--- src/rtl/mux_arb_pkg.sv ---
// Shared types and helpers for the 4-way round-robin bus arbiter.
// Holds state encoding, requester count and the round-robin pick.
package mux_arb_pkg;

  localparam int NUM_REQ = 4;

  typedef enum logic {
    IDLE  = 1'b0,
    GRANT = 1'b1
  } state_t;

  function automatic logic [1:0] rr_pick(
    input logic [3:0] req,
    input logic [1:0] last_owner
  );
    logic [1:0] idx;
    logic       found;
    rr_pick = last_owner;
    found   = 1'b0;
    for (int i = 1; i <= NUM_REQ; i++) begin
      idx = last_owner + 2'(i);
      if (!found && req[idx]) begin
        rr_pick = idx;
        found   = 1'b1;
      end
    end
  endfunction

endpackage

--- src/rtl/rr_priority_pick_4.sv ---
// Combinational round-robin pick over four requests.
// Scans upward from last_owner+1, wrapping; any_req flags a valid winner.
module rr_priority_pick_4
  import mux_arb_pkg::*;
(
  input  logic [3:0] req,
  input  logic [1:0] last_owner,
  output logic [1:0] winner,
  output logic       any_req
);

  // rotate-and-encode lives in the package so other arbiters share it
  always_comb begin
    winner  = rr_pick(req, last_owner);
    any_req = |req;
  end

endmodule

--- src/rtl/mux_bus_arbiter.sv ---
// Round-robin owner of a shared 4:1 32-bit mux with hold timeout.
// Optional ARB_LOCK_EN adds a lock input that suppresses the timeout.
module mux_bus_arbiter
  import mux_arb_pkg::*;
#(
  parameter int MAX_HOLD = 16,
  parameter int CNT_W    = 8
) (
  input  logic             clock,
  input  logic             reset,
  input  logic [3:0]       req,
`ifdef ARB_LOCK_EN
  input  logic             lock,
`endif
  output logic [3:0]       grant,
  output logic [1:0]       select,
  output logic             enable,
  output logic             busy,
  output logic [CNT_W-1:0] hold_cnt
);

  state_t             state, state_n;
  logic [1:0]         last_owner, last_n;
  logic [3:0]         grant_n;
  logic [1:0]         select_n;
  logic               enable_n;
  logic               busy_n;
  logic [CNT_W-1:0]   hold_n;
  logic [1:0]         winner;
  logic               any_req;
  logic               at_max;
  logic               lock_hold;

  rr_priority_pick_4 u_pick (
    .req        (req),
    .last_owner (last_owner),
    .winner     (winner),
    .any_req    (any_req)
  );

  assign at_max = (hold_cnt == CNT_W'(MAX_HOLD - 1));

`ifdef ARB_LOCK_EN
  assign lock_hold = lock;
`else
  assign lock_hold = 1'b0;
`endif

  // next state and next registered outputs
  always_comb begin
    state_n  = state;
    grant_n  = grant;
    select_n = select;
    enable_n = enable;
    busy_n   = busy;
    hold_n   = hold_cnt;
    last_n   = last_owner;
    unique case (state)
      IDLE: begin
        if (any_req) begin
          state_n  = GRANT;
          grant_n  = 4'b0001 << winner;
          select_n = winner;
          enable_n = 1'b1;
          busy_n   = 1'b1;
          hold_n   = '0;
          last_n   = winner;
        end
      end
      GRANT: begin
        if (!req[last_owner] || (at_max && !lock_hold)) begin
          state_n  = IDLE;
          grant_n  = '0;
          enable_n = 1'b0;
          busy_n   = 1'b0;
          hold_n   = '0;
        end else if (!at_max) begin
          hold_n = hold_cnt + 1'b1;
        end
      end
      default: begin
        state_n = IDLE;
      end
    endcase
  end

  // state and output registers; last_owner=3 gives requester 0 first turn
  always_ff @(posedge clock) begin
    if (reset) begin
      state      <= IDLE;
      grant      <= '0;
      select     <= '0;
      enable     <= 1'b0;
      busy       <= 1'b0;
      hold_cnt   <= '0;
      last_owner <= 2'd3;
    end else begin
      state      <= state_n;
      grant      <= grant_n;
      select     <= select_n;
      enable     <= enable_n;
      busy       <= busy_n;
      hold_cnt   <= hold_n;
      last_owner <= last_n;
    end
  end

  a_grant_onehot: assert property (
    @(posedge clock) disable iff (reset) $onehot0(grant));
  a_enable_grant: assert property (
    @(posedge clock) disable iff (reset) enable == (|grant));
  a_select_grant: assert property (
    @(posedge clock) disable iff (reset) enable |-> grant[select]);

endmodule

--- config.mk ---
export PLATFORM = sky130hd
export DESIGN_NAME = mux_bus_arbiter
export DESIGN_NICKNAME = d
export VERILOG_FILES = /design/src/rtl/mux_arb_pkg.sv /design/src/rtl/rr_priority_pick_4.sv /design/src/rtl/mux_bus_arbiter.sv
export SDC_FILE = /design/constraint.sdc
export NUM_CORES = 1
export LEC_CHECK = 0
export BUFFER_PORTS_ARGS = -buffer_cell sky130_fd_sc_hd__buf_4
export CELL_PAD_IN_SITES_DETAIL_PLACEMENT = 0
export CELL_PAD_IN_SITES_GLOBAL_PLACEMENT = 1
export CORE_MARGIN = 1
export CORE_UTILIZATION = 39
export DETAILED_ROUTE_END_ITERATION = 7
export PLACE_DENSITY_LB_ADDON = 0.1
export SYNTH_ARGS = -nofsm -noshare
export SYNTH_HDL_FRONTEND = slang
export SYNTH_SLANG_ARGS = --single-unit
--- constraint.sdc ---
create_clock -name clock -period 3.4 [get_ports clock]
set_clock_uncertainty 0.2 [all_clocks]
set_input_delay 0.85 -clock clock [delete_from_list [all_inputs] [get_ports clock]]
set_output_delay 0.85 -clock clock [all_outputs]
set_load 0.02 [all_outputs]
## Word-level counts from Yosys, hierarchy flattened

Cells that the tools add are included.

| storage, ports and cells | value |
|---|---|
| flip-flop bits (word level) | 18 |
| input bits | 6 |
| logic and storage cells | 60 |

| cells by class | value |
|---|---|
| add/sub/neg operators | 4 |
| $lt $le $gt $ge | 4 |
| equality and inequality tests | 4 |
| shift-type cells | 1 |
| muxes and demuxes | 28 |
| bitwise logic cells | 1 |
| reductions and logical operators | 12 |

Operators with widths:

| operator | number |
|---|---|
| two-way mux 8 bit | 3 |
| case mux 8 bit (2 select lines) | 1 |
| less-than comparator 2 x 3 -> 1 bit, second input constant | 4 |
| two-way mux 1 bit | 11 |
| adder 8 x 1 -> 8 bit, second input constant | 1 |
| binary-select mux 1 bit (select 2 bit) | 4 |
| == test 8 x 4 -> 1 bit, second input constant | 1 |
| two-way mux 2 bit | 4 |
| two-way mux 4 bit | 2 |
| case mux 4 bit (2 select lines) | 1 |
| AND reduction 2 bit | 3 |
| adder 2 bit, second input constant | 2 |
| zero test 1 bit | 4 |
| case mux 1 bit (2 select lines) | 2 |
| OR reduction 4 bit | 1 |
| << shifter 1 x 2 -> 4 bit, first input constant | 1 |
| logical AND 1 bit | 3 |
| != test 3 x 2 -> 1 bit, second input constant | 1 |
| adder 2 x 1 -> 2 bit, second input constant | 1 |
| != test 2 x 1 -> 1 bit, second input constant | 1 |
| != test 2 bit, second input constant | 1 |
| logical OR 1 bit | 1 |
| NOT 1 bit | 1 |

## Longest topological paths before layout

| depth | value |
|---|---|
| word-level depth | 16 |
| gate-level depth with buffers | 6 |
| gate-level depth less buffers | 6 |

## Hierarchy

A second synthesis with hierarchy kept.

| second synthesis, totals | value |
|---|---|
| cell total of the unflattened synthesis | 111 |
| area total of the unflattened synthesis | 923.4 um2 |

By module, submodules not included:

| module | times used | cells each | area an instance (um2) | sequential area each (um2) |
|---|---|---|---|---|
| mux_bus_arbiter | 1 | 97 | 850.8 | 360.3 |
| rr_priority_pick_4 | 1 | 14 | 72.6 | 0.0 |

## Worst setup path after synthesis

OpenSTA, ideal clock, no wires.

| timing path | value |
|---|---|
| path type | input to register |
| start point | in req[3] |
| end point | reg last_owner[0] |
| setup time | 119 ps |
| arrival time | 1,928 ps |
| required time | 3,081 ps |
| setup slack | 1,152 ps |
| cell stages on the path | 5 |
| buffers on the path | 0 |
| cell sequence | and2b_2 a21o_2 a221oi_1 and2_2 o21bai_1 |

| on the way | value |
|---|---|
| word-level cells in the longest chain between the ends | 12 |

Ends and longest elaborated chain:

| element | line | source |
|---|---|---|
| start: declaration | mux_bus_arbiter.sv:11 | `input logic [3:0] req,` |
| binary-select mux 1 bit (select 2 bit) | mux_arb_pkg.sv:22 | `if (!found && req[idx]) begin` |
| two-way mux 1 bit (not written as such) | mux_arb_pkg.sv:22 |  |
| two-way mux 1 bit | mux_arb_pkg.sv:22 |  |
| zero test 1 bit | mux_arb_pkg.sv:22 |  |
| logical AND 1 bit | mux_arb_pkg.sv:22 |  |
| two-way mux 1 bit | mux_arb_pkg.sv:22 |  |
| zero test 1 bit | mux_arb_pkg.sv:22 |  |
| logical AND 1 bit | mux_arb_pkg.sv:22 |  |
| two-way mux 1 bit | mux_arb_pkg.sv:22 |  |
| zero test 1 bit | mux_arb_pkg.sv:22 |  |
| logical AND 1 bit | mux_arb_pkg.sv:22 |  |
| two-way mux 2 bit | mux_arb_pkg.sv:22 |  |
| end signal: assignment | mux_bus_arbiter.sv:104 | `last_owner <= last_n;` |
| end: declaration | mux_bus_arbiter.sv:23 | `logic [1:0] last_owner, last_n;` |

Parallel ways exist; a longest one is shown, timed or not. The select of a mux whose other input is x is not followed.
A chain may end at the register's enable or synchronous reset.

## Final worst setup path

Same ends and word-level chain as after synthesis.

==> results_dict.tcl <==
set metrics [dict create \
    critPathRequiredTime_ns 3.40 \
    grt_overflow_total 0 \
    finalWirelength_um 1880 \
    wl_met1_um 961 \
    num_io_pins 22 \
    fp.dieW_um 49.4 \
    antenna_found_initial 0 \
    most-common-layout-cells "21 x buf_4, 18 x dfxtp_1, 13 x nor2_1" \
    hold_violations 0 \
    r2r-start "last_owner[0]" \
    r2r_setup_slack_ns 1.29 \
    r2r-end "last_owner[0]" \
    cts.sinks 18 \
    drcViolationCount 0 \
    final_antenna_net_count 0 \
    die_h_um 49.4 \
    gp_congestion 0.795 \
    place_ws_ns 0.812 \
    setup_tns_ns 0 \
    diodes 0 \
    hold_path_depth 2 \
    leakage_uw 0.000447 \
    clk_path_buf_depth 2 \
    post_dp_cell_area_um2 1050 \
    cts-root-buf "clkbuf_4" \
    place.detailed.hpwl_um 1370 \
    synth_edf_count 0 \
    critPathSlowestCell "a221oi_1" \
    grt_max_degree 20 \
    first_iter_violations 23 \
    rows 16 \
    grt_first_pass_wirelength_um 3070 \
    path_buf_inv 1 \
    vias 838 \
    ir_worst_vdd_v 0.000299 \
    hold_path.startpoint "grant[1]" \
    min_period_ns 2.27 \
    ys_seq_area_share_pct 41.2 \
    die_area_um2 2440 \
    drt_pass1_iterations 4 \
    fin_crit_sh_pct 66.8 \
    yosys.area.top_type "dfxtp_1" \
    slew_headroom_pct 57.5 \
    run_status "finished, final reports clean" \
    syn_area_per_cell_um2 8.10 \
    cellPowerDensity_nw_per_um2 437 \
    grt_setup_unrepaired "false" \
    setup_viol 0 \
    synth_ff_type "dfxtp_1" \
    min_path_type "reg2reg" \
    wl_met2_um 785 \
    core_area_um2 2040 \
    syn2layout_area_growth_pct 24.3 \
    initial_core_util_pct 42.8 \
    max_stage_delay_ns 0.59 \
    path_cells "buf_4 -> and2b_2 -> a21o_2 -> a221oi_1 -> and2_2 -> o21bai_1" \
    yosysWarningCount 0 \
    wire_per_inst_um 12.0 \
    worst-r2r-cell-count 5 \
    clk_pin_slew_ns 0.10 \
    slew_violations 0 \
    critPathMaxFanout 5 \
    start_kind "input pin" \
    maxCapViolCount 0 \
    grt_pass1_vias 706 \
    worst-slew-pin-transition_ns 0.638 \
    ys_ff_latch 18 \
    seq_area_um2 360 \
    syn_nets 115 \
    crit_arrival_ns 2.27 \
    final_layout_size_suffix_gt1_share_pct 25.4 \
    yosys-top-cells-area "dfxtp_1 41%, a21oi_1 5.7%, nor2_1 5.6%" \
    post-cts-setup-buffers 0 \
    end_kind "flip-flop" \
    hold_buffers 0 \
    total_power_uw 475 \
    synth_area_um2 875 \
    wl_met3_um 88 \
    fin_area_um2 1090 \
    fmax_ghz 0.440 \
    cts_buffers 3 \
    fin_nets 138 \
    synth.distinct_cells 36 \
    cts_tree "done" \
    htree_levels 1 \
    path_delay_family "compound AO/OA/AOI/OAI gates" \
    ctsResizeCount 0 \
    syn_inst 108 \
    hold_end "grant[1]" \
    multi_input_area_um2 495 \
    nFillCells 211 \
    grt_use_total_pct 16.7 \
    worstSkewPairLatency_ns 0.30 \
    vias_per_cell 5.34 \
    layout.cells.most_common "buf_4" \
    ys_async_sr_fraction_pct 0 \
    setup_ws_ns 1.13 \
    yosysTopAreaCellShare_pct 41.2 \
    portBuffers 21 \
    crit_type "in2reg" \
    top_layer "met4" \
]
-- final cells by class --
type	instances	share of cell area (%)
flip-flops and latches	18	33.1
repair buffers	21	14.5
well taps	27	3.11
inverters	1	0.345
multi-input cells	86	45.6
clock buffers	4	3.34
-- per-layer routing --
metal | global-route usage (%) | up-vias
li1 | - | 432
met1 | 23.3 | 380
met2 | 23.5 | 21
met3 | 2.80 | 5
met4 | 10.3 | 0
met5 | 0 | -
-- sequential cells by signal (all words and copies together) (netlist names) --
name	cells
last_owner	2
select	2
state	1
busy	1
hold_cnt	8
grant	4
-- cells in the mapped netlist, drive strengths merged, types with 3 or more instances --
| cell | count |
|---|---|
| nor2 | 13 |
| or2b | 3 |
| or3 | 5 |
| o21ai | 7 |
| nand2 | 10 |
| a21oi | 10 |
| nor3 | 3 |
| dfxtp | 18 |
| a31oi | 3 |
| nand3 | 7 |
-- cells by family after synthesis --
| group | share of synthesized area, % |
|---|---|
| adders and majority gates | 1.43 |
| DFF | 41.2 |
| buffers and inverters | 2.15 |
| muxes | 2.29 |
| and+or+nand+nor | 31.6 |
| AOI/OAI and AO/OA | 21.3 |
-- tightest hold or removal path, delay by kind of cell (launching register included) --
| kind | cells | cell delay [ns] |
|---|---|---|
| compound gates | 1 | 0.05 |
| flops | 1 | 0.32 |
| simple gates | 1 | 0.05 |
-- through the flow --
step	utilization (%)	cells	hold WS, ns
final	53.2	157	0.263
after global routing	53.2	157	0.296
after CTS	53.2	157	0.270
after detailed placement	51.5	153	0.255
after global placement	51.5	153	0.248
after floorplan	-	108	0.334
-- where the power goes --
group          internal, uW  switching (uW)
sequential              225            13.3
clock                  65.4            68.3
combinational          45.4            57.6
total                   336             139
-- worst max path at each step --
stage / from / end / slack [ns] / cells past startpoint
2_1_floorplan: req[3] / last_owner[0] / 1.15 / 5
3_3_place_gp: req[3] / last_owner[0] / 0.79 / 6
3_5_place_dp: req[3] / last_owner[0] / 0.81 / 6
4_1_cts: req[3] / last_owner[0] / 1.13 / 6
5_1_grt: req[3] / last_owner[0] / 1.05 / 6
6_report: req[3] / last_owner[0] / 1.13 / 6
(Power assumes the default switching activity.)
